==> src/rtl/game_pkg.sv <==
// Shared encodings and helpers for the escape-game sequencer and the UI renderer.
// Latency: n/a (types, constants and pure functions only).
// Backpressure: n/a.
package game_pkg;

    typedef enum logic [3:0] {
        ST_TITLE    = 4'd0,
        ST_STAFF    = 4'd1,
        ST_STAGE1   = 4'd2,
        ST_SUCCESS1 = 4'd3,
        ST_STAGE2   = 4'd4,
        ST_SUCCESS2 = 4'd5,
        ST_STAGE3   = 4'd6,
        ST_SUCCESS3 = 4'd7,
        ST_FAIL     = 4'd8
    } state_t;

    // FIND_LIGHT is kept so the renderer's encoding table stays complete.
    typedef enum logic [1:0] {
        TODO_NONE       = 2'd0,
        TODO_FIND_KEY   = 2'd1,
        TODO_FIND_LIGHT = 2'd2,
        TODO_FIND_DOOR  = 2'd3
    } todo_t;

    localparam logic [1:0] HEART_MAX = 2'd3;
    localparam logic [1:0] KEY_MAX   = 2'd3;

    // Menu item counts per screen.
    localparam logic [1:0] ITEMS_TITLE    = 2'd3;
    localparam logic [1:0] ITEMS_SUCCESS  = 2'd2;
    localparam logic [1:0] ITEMS_FAIL     = 2'd2;
    localparam logic [1:0] ITEMS_SUCCESS3 = 2'd1;
    localparam logic [1:0] ITEMS_STAFF    = 2'd1;

    // Stage 1 is always playable; bit 0 has no stage behind it.
    localparam logic [3:0] PLAY_VALID_RST = 4'b0010;

    function automatic logic [1:0] menu_items(input state_t s);
        case (s)
            ST_TITLE:    return ITEMS_TITLE;
            ST_SUCCESS1: return ITEMS_SUCCESS;
            ST_SUCCESS2: return ITEMS_SUCCESS;
            ST_FAIL:     return ITEMS_FAIL;
            ST_SUCCESS3: return ITEMS_SUCCESS3;
            ST_STAFF:    return ITEMS_STAFF;
            default:     return 2'd1;
        endcase
    endfunction

    function automatic logic is_stage(input state_t s);
        return (s == ST_STAGE1) || (s == ST_STAGE2) || (s == ST_STAGE3);
    endfunction

    // Stage number 1..3 for a stage screen, 0 otherwise.
    function automatic logic [1:0] stage_index(input state_t s);
        case (s)
            ST_STAGE1: return 2'd1;
            ST_STAGE2: return 2'd2;
            ST_STAGE3: return 2'd3;
            default:   return 2'd0;
        endcase
    endfunction

    function automatic state_t stage_state(input logic [1:0] k);
        case (k)
            2'd2:    return ST_STAGE2;
            2'd3:    return ST_STAGE3;
            default: return ST_STAGE1;
        endcase
    endfunction

    function automatic state_t success_state(input logic [1:0] k);
        case (k)
            2'd2:    return ST_SUCCESS2;
            2'd3:    return ST_SUCCESS3;
            default: return ST_SUCCESS1;
        endcase
    endfunction

    // Wrapping cursor move; up and down together cancel out.
    function automatic logic [1:0] cursor_step(input logic [1:0] cur, input logic [1:0] items,
                                               input logic up, input logic down);
        if (up && !down)
            return (cur == 2'd0) ? items - 2'd1 : cur - 2'd1;
        if (down && !up)
            return (cur == items - 2'd1) ? 2'd0 : cur + 2'd1;
        return cur;
    endfunction

endpackage

==> src/rtl/game_flow_ctrl_if.sv <==
// Bundles the button/gameplay pulses and the game-state outputs of the sequencer.
// Latency: n/a (wiring only).
// Backpressure: none; pulses are one-cycle strobes, outputs are level state.
interface game_flow_ctrl_if;
    import game_pkg::*;

    logic       btn_up;
    logic       btn_down;
    logic       btn_enter;
    logic       key_got;
    logic       door_reached;
    logic       hit;

    state_t     state;
    logic [1:0] key_find;
    logic [1:0] heart;
    todo_t      todo;
    logic [3:0] play_valid;
    logic [1:0] cursor;
    logic       invuln;

    // Producer of pulses / consumer of game state (input conditioning + renderer side).
    modport master (
        output btn_up, btn_down, btn_enter, key_got, door_reached, hit,
        input  state, key_find, heart, todo, play_valid, cursor, invuln
    );

    // The sequencer itself.
    modport slave (
        input  btn_up, btn_down, btn_enter, key_got, door_reached, hit,
        output state, key_find, heart, todo, play_valid, cursor, invuln
    );
endinterface

==> src/rtl/game_flow_ctrl_hit_guard.sv <==
// Invulnerability window after a damaging hit: down-counter plus active flag.
// Latency: active rises the cycle after start and stays high exactly INVULN_CYCLES cycles.
// Backpressure: none; clear wins over start in the same cycle.
module hit_guard #(
    parameter int INVULN_CYCLES = 25_000_000
) (
    input  logic clk,
    input  logic rst_n,
    input  logic start,
    input  logic clear,
    output logic active
);
    localparam int             CW   = (INVULN_CYCLES > 1) ? $clog2(INVULN_CYCLES) : 1;
    localparam logic [CW-1:0]  LOAD = CW'(INVULN_CYCLES - 1);
    localparam logic [CW-1:0]  ONE  = CW'(1);

    logic [CW-1:0] count_q;
    logic          active_q;

    // Load on an accepted hit, count down to zero, then drop the window.
    always_ff @(posedge clk) begin
        if (!rst_n) begin
            count_q  <= '0;
            active_q <= 1'b0;
        end else if (clear) begin
            count_q  <= '0;
            active_q <= 1'b0;
        end else if (start) begin
            count_q  <= LOAD;
            active_q <= 1'b1;
        end else if (active_q) begin
            if (count_q == '0)
                active_q <= 1'b0;
            else
                count_q <= count_q - ONE;
        end
    end

    assign active = active_q;

endmodule

==> src/rtl/game_flow_ctrl.sv <==
// Game screen sequencer: menus, stage progress, lives, keys and stage unlocks.
// Latency: every output is registered and reflects an input pulse on the next edge.
// Backpressure: none; pulses are always consumed (or deliberately ignored) the cycle they arrive.
import game_pkg::*;

module game_flow_ctrl #(
    parameter int INVULN_CYCLES = 25_000_000
) (
    input  logic             clk,
    input  logic             rst_n,
    game_flow_ctrl_if.slave  bus
);
    state_t     state_q;
    logic [1:0] key_find_q;
    logic [1:0] heart_q;
    todo_t      todo_q;
    logic [3:0] play_valid_q;
    logic [1:0] cursor_q;
    logic [1:0] last_stage_q;
    logic       guard_active;

    logic       in_stage;
    logic [1:0] k_cur;
    logic       hit_ok;
    logic       fatal;
    logic       key_inc;
    logic       key_done;
    logic       door_ok;
    logic       leave_stage;
    state_t     menu_ns;
    logic [1:0] enter_k;
    logic       enter_stage;

    // Event decode shared by the FSM and the hit guard control.
    always_comb begin
        in_stage = is_stage(state_q);
        k_cur    = stage_index(state_q);
        hit_ok   = in_stage && bus.hit && !guard_active;
        fatal    = hit_ok && (heart_q == 2'd1);
        key_inc  = in_stage && bus.key_got && (key_find_q != KEY_MAX);
        key_done = key_inc && (key_find_q == KEY_MAX - 2'd1);
        // The door only counts once the registered task says so, and loses to death
        // and to the key that would have unlocked it this same cycle.
        door_ok  = in_stage && bus.door_reached && (todo_q == TODO_FIND_DOOR)
                   && !fatal && !key_done;
        leave_stage = fatal || door_ok;

        menu_ns = state_q;
        enter_k = last_stage_q;
        if (!in_stage && bus.btn_enter) begin
            case (state_q)
                ST_TITLE: begin
                    if (play_valid_q[cursor_q + 2'd1]) begin
                        menu_ns = stage_state(cursor_q + 2'd1);
                        enter_k = cursor_q + 2'd1;
                    end
                end
                ST_SUCCESS1: begin
                    menu_ns = (cursor_q == 2'd0) ? ST_STAGE2 : ST_TITLE;
                    enter_k = 2'd2;
                end
                ST_SUCCESS2: begin
                    menu_ns = (cursor_q == 2'd0) ? ST_STAGE3 : ST_TITLE;
                    enter_k = 2'd3;
                end
                ST_SUCCESS3: menu_ns = ST_STAFF;
                ST_STAFF:    menu_ns = ST_TITLE;
                ST_FAIL: begin
                    menu_ns = (cursor_q == 2'd0) ? stage_state(last_stage_q) : ST_TITLE;
                    enter_k = last_stage_q;
                end
                default: menu_ns = state_q;
            endcase
        end
        enter_stage = !in_stage && is_stage(menu_ns);
    end

    hit_guard #(
        .INVULN_CYCLES (INVULN_CYCLES)
    ) u_hit_guard (
        .clk    (clk),
        .rst_n  (rst_n),
        .start  (hit_ok),
        .clear  (enter_stage || leave_stage),
        .active (guard_active)
    );

    // Screen FSM with its progress registers (keys, lives, task, unlocks, cursor).
    always_ff @(posedge clk) begin
        if (!rst_n) begin
            state_q      <= ST_TITLE;
            key_find_q   <= 2'd0;
            heart_q      <= HEART_MAX;
            todo_q       <= TODO_NONE;
            play_valid_q <= PLAY_VALID_RST;
            cursor_q     <= 2'd0;
            last_stage_q <= 2'd1;
        end else if (in_stage) begin
            cursor_q <= 2'd0;
            if (fatal) begin
                state_q <= ST_FAIL;
                heart_q <= 2'd0;
                todo_q  <= TODO_NONE;
            end else begin
                if (hit_ok)
                    heart_q <= heart_q - 2'd1;
                if (key_inc)
                    key_find_q <= key_find_q + 2'd1;
                if (key_done)
                    todo_q <= TODO_FIND_DOOR;
                if (door_ok) begin
                    state_q <= success_state(k_cur);
                    todo_q  <= TODO_NONE;
                    if (k_cur != 2'd3)
                        play_valid_q[k_cur + 2'd1] <= 1'b1;
                end
            end
        end else if (menu_ns != state_q) begin
            state_q  <= menu_ns;
            cursor_q <= 2'd0;
            if (enter_stage) begin
                key_find_q   <= 2'd0;
                heart_q      <= HEART_MAX;
                todo_q       <= TODO_FIND_KEY;
                last_stage_q <= enter_k;
            end
        end else if (!bus.btn_enter) begin
            // An enter press (even an ignored one) swallows any simultaneous move.
            cursor_q <= cursor_step(cursor_q, menu_items(state_q), bus.btn_up, bus.btn_down);
        end
    end

    assign bus.state      = state_q;
    assign bus.key_find   = key_find_q;
    assign bus.heart      = heart_q;
    assign bus.todo       = todo_q;
    assign bus.play_valid = play_valid_q;
    assign bus.cursor     = cursor_q;
    assign bus.invuln     = guard_active;

endmodule

==> src/flat_wrapper.sv <==
// flat-port wrapper written by rule: the top's interface ports become plain ports
module game_flow_ctrl_flat 
#(
    parameter int INVULN_CYCLES = 25_000_000
)
  (clk, rst_n, bus_btn_up, bus_btn_down, bus_btn_enter, bus_key_got, bus_door_reached, bus_hit, bus_state, bus_key_find, bus_heart, bus_todo, bus_play_valid, bus_cursor, bus_invuln);
  game_flow_ctrl_if bus_i ();
  input  logic clk;
  input  logic rst_n;
  input wire logic [$bits(bus_i.btn_up)-1:0] bus_btn_up;
  input wire logic [$bits(bus_i.btn_down)-1:0] bus_btn_down;
  input wire logic [$bits(bus_i.btn_enter)-1:0] bus_btn_enter;
  input wire logic [$bits(bus_i.key_got)-1:0] bus_key_got;
  input wire logic [$bits(bus_i.door_reached)-1:0] bus_door_reached;
  input wire logic [$bits(bus_i.hit)-1:0] bus_hit;
  output wire logic [$bits(bus_i.state)-1:0] bus_state;
  output wire logic [$bits(bus_i.key_find)-1:0] bus_key_find;
  output wire logic [$bits(bus_i.heart)-1:0] bus_heart;
  output wire logic [$bits(bus_i.todo)-1:0] bus_todo;
  output wire logic [$bits(bus_i.play_valid)-1:0] bus_play_valid;
  output wire logic [$bits(bus_i.cursor)-1:0] bus_cursor;
  output wire logic [$bits(bus_i.invuln)-1:0] bus_invuln;
  assign bus_i.btn_up = bus_btn_up;
  assign bus_i.btn_down = bus_btn_down;
  assign bus_i.btn_enter = bus_btn_enter;
  assign bus_i.key_got = bus_key_got;
  assign bus_i.door_reached = bus_door_reached;
  assign bus_i.hit = bus_hit;
  assign bus_state = bus_i.state;
  assign bus_key_find = bus_i.key_find;
  assign bus_heart = bus_i.heart;
  assign bus_todo = bus_i.todo;
  assign bus_play_valid = bus_i.play_valid;
  assign bus_cursor = bus_i.cursor;
  assign bus_invuln = bus_i.invuln;
  game_flow_ctrl #(.INVULN_CYCLES(INVULN_CYCLES)) u_core (.clk(clk), .rst_n(rst_n), .bus(bus_i));
endmodule
==> config.mk <==
export PLATFORM = sky130hd
export DESIGN_NAME = game_flow_ctrl_flat
export DESIGN_NICKNAME = d
export VERILOG_FILES = /design/src/rtl/game_pkg.sv /design/src/rtl/game_flow_ctrl_if.sv /design/src/rtl/game_flow_ctrl_hit_guard.sv /design/src/rtl/game_flow_ctrl.sv /design/src/flat_wrapper.sv
export SDC_FILE = /design/constraint.sdc
export NUM_CORES = 1
export LEC_CHECK = 0
export CORE_AREA = 2 2 65 91
export CTS_CLUSTER_SIZE = 30
export DETAILED_ROUTE_END_ITERATION = 7
export DIE_AREA = 0 0 67 93
export PLACE_DENSITY = 0.74
export SYNTH_ARGS = -nofsm -noshare
export SYNTH_HDL_FRONTEND = slang
export SYNTH_HIERARCHICAL = 1
export SYNTH_SLANG_ARGS = --single-unit
==> constraint.sdc <==
create_clock -name clk -period 2.4 [get_ports clk]
set_clock_uncertainty 0.05 [all_clocks]
set_input_delay 0.72 -clock clk [delete_from_list [all_inputs] [get_ports clk]]
set_output_delay 0.72 -clock clk [all_outputs]
set_load 0.01 [all_outputs]
==> metrics.cfg <==
[outcome]
status = finished clean

[die]
core_area_um2 = 5450
fp.dieW_um = 67
fp.dieArea_um2 = 6230
start_util = 0.504
ios = 25
die_h_um = 93
rows = 32

[route]
ant_nets = 0
vias = 2602
avgRoutedWirePerCell_um = 14.9
first_iter_violations = 82
wirelength_um = 6550
drc_errors = 0
drtPass1Iterations = 4
vias_per_cell = 5.91

[setup_path]
crit_fanout = 17
critical_path.cell_chain = inv_1, ha_2, mux4_2, nand2_2, o22ai_2, o21ai_2, nand3_2, nand2b_4, buf_12, a311oi_2
crit_type = flip-flop to flip-flop
max_stage_delay_ns = 0.37
reg2reg_slack_ns = 0.15
cp.arrival_ns = 2.41
slowest_stage = dfxtp_4
critPathCaptureType = flip-flop
critPathLaunchType = flip-flop
required_ns = 2.56

[synth]
synth.distinct_cells = 74
synth.avg_cell_area_um2 = 8.66
synth_common_cells = dfxtp_1 (44), nor2_1 (22), nand2_1 (19)
yosysMostFrequentCell = dfxtp_1
synth.top_cell.area_share = 0.321
yosys.area.top_type = dfxtp_1
synth_cells = 317
yosysSeqAreaShare = 0.321
synth.area.top_cells = dfxtp_1 (32%), ha_1 (4.1%), a21oi_1 (3.3%), o21ai_0 (3.3%), xor2_1 (3.2%)
synth_edf_count = 0
synth_area_um2 = 2750
synth_seq_cells = 44
synthesis.nets = 334
ys.flop_type = dfxtp_1
async_flop_share = 0
yosys_warnings = 6

[layout]
final_layout_size_suffix_gt1_frac = 0.218
diodes = 0
fin_cells = 440
final_util = 0.624
final_area_um2 = 3400
area_growth_pct = 23.6
nets = 389

[grt]
grt_pass1_vias = 2528
grt_pass1_wl_um = 11100
grt_start_max_net_pins = 19
overflow = 0
antenna_found_initial = 0
grt_use_total = 0.227

[power_and_ir_drop]
cellPowerDensity_nw_per_um2 = 874
leakage_nw = 1.35
peakVddDrop_uv = 626

[clocking]
cts-htree-levels = 2
cts-root-buf = clkbuf_8
cts.path.max_buffers = 2
path_clk_slew_ns = 0.08
numCtsBuffers = 5
clk_latency_ns = 0.30
clkSinkCount = 44
hold_buffers = 0
tritoncts = built

[timing]
slew_viol_final = 0
fmax_mhz = 444
hold_viol = 0
tightest_slew_ns = 0.456
setup_viol = 0
fin_crit_sh = 0.939
rsz0062_at_grt = no
post-route-min-period_ns = 2.25
relSlewSlack = 0.695

[placement]
dpl.hpwl_um = 5020
portBuffers = 24
dpl-instance-area_um2 = 3280
gp_congestion = 0.868
dp.cells = 432

[min_path]
hp-class = flip-flop to flip-flop

[run]
cap_violations = 0

[power by group]
group          internal [mW]  switching [mW]  leakage (nW)
clock                  0.197           0.247        0.0400
sequential             0.840           0.145         0.359
combinational          0.715           0.821         0.946
[placed cells by master (no fill, tap or decap), types with 3 or more instances in the layout]
| cell | n |
|---|---|
| ha_1 | 8 |
| nor2_1 | 22 |
| xor2_1 | 10 |
| or3_1 | 12 |
| o31ai_1 | 4 |
| a31oi_1 | 7 |
| or4_1 | 4 |
| mux2i_1 | 4 |
| nor2b_1 | 3 |
| nor4b_1 | 3 |
| and3b_1 | 3 |
| o21a_1 | 6 |
| clkbuf_8 | 5 |
| dfxtp_1 | 41 |
| inv_1 | 14 |
| nand4_1 | 7 |
| nand3_1 | 10 |
| o211ai_1 | 6 |
| a311oi_2 | 3 |
| and2_1 | 4 |
| clkdlybuf4s50_1 | 24 |
| nor3_1 | 8 |
| buf_4 | 36 |
| o21ai_0 | 18 |
| a21oi_1 | 18 |
| nand2b_1 | 4 |
| nand2_1 | 19 |
[through the flow]
stage	total power [mW]	worst slack [ns]	hold slack, ns	TNS, ns
global route	3.19	0.00892	0.461	0
CTS	2.95	0.0394	0.426	0
finish	2.97	0.146	0.424	0
floorplan	1.95	0.0141	0.404	0
detailed placement	2.50	-0.118	0.408	-2.18
global placement	2.46	-0.0539	0.405	-0.949
[cells by family (layout without fill, tap and decap cells)]
family / Yosys count / count (layout) / synth area share
and+or+nand+nor: 125 / 125 / 0.276
buffers and inverters: 31 / 86 / 0.0647
xor gates and xnor gates: 12 / 12 / 0.0383
DFF: 44 / 44 / 0.321
adders and majority gates: 10 / 10 / 0.0451
muxes: 8 / 8 / 0.0351
AOI/OAI and AO/OA: 87 / 87 / 0.220
[critical path, delay by kind of cell (launching register included)]
kind | cells | cell delay [ns]
adder cells (fa/ha/maj) | 1 | 0.34
AO/OA/AOI/OAI | 3 | 0.50
flip-flops | 1 | 0.37
AND/OR/NAND/NOR | 3 | 0.38
buffers and inverters | 2 | 0.24
multiplexers | 1 | 0.30
[per-layer routing]
metal  up-vias  wire length (um)  track usage
li1       1295                 -            -
met1      1231              2690        0.248
met2        59              3480        0.415
met3        17               206       0.0373
met4         0               174        0.100
met5         -                 0            0
[sequential cells by signal, summed over array words and instances (netlist names)]
name	flops
u_core/u_hit_guard/count_q	25
u_core/u_hit_guard/active	1
u_core/bus.cursor	2
u_core/bus.state	4
u_core/bus.play_valid	4
u_core/bus.todo	2
u_core/bus.key_find	2
u_core/last_stage_q	2
u_core/bus.heart	2
[final timing paths]
kind | start | endpoint | depth (start not counted)
max | u_core/bus.cursor[0]$_SDFFE_PP0P_ | u_core/u_hit_guard/count_q[1]$_SDFFE_PP0P_ | 10
min | u_core/bus.play_valid[1]$_SDFFE_PN1P_ | u_core/bus.play_valid[1]$_SDFFE_PN1P_ | 1
max reg2reg | u_core/bus.cursor[0]$_SDFFE_PP0P_ | u_core/u_hit_guard/count_q[1]$_SDFFE_PP0P_ | 10
min reg2reg | u_core/bus.play_valid[1]$_SDFFE_PN1P_ | u_core/bus.play_valid[1]$_SDFFE_PN1P_ | 1
[area by class of cell]
cell class	count	area, um^2
multi-input combinational	242	1730
fill	506	2050
sequential	44	887
clock inverter	2	12.5
inverter	17	63.8
clock buffer	5	68.8
tap	68	85.1
timing repair buffer	62	551
[what timing repair did]
action | CTS | global route
endpoints found under the hold margin | 0 | 0
endpoints found under the setup margin | 0 | 11
setup buffers | 0 | 1
gates resized for setup | 0 | 8
No activity file was read; power rests on OpenSTA's default activity.
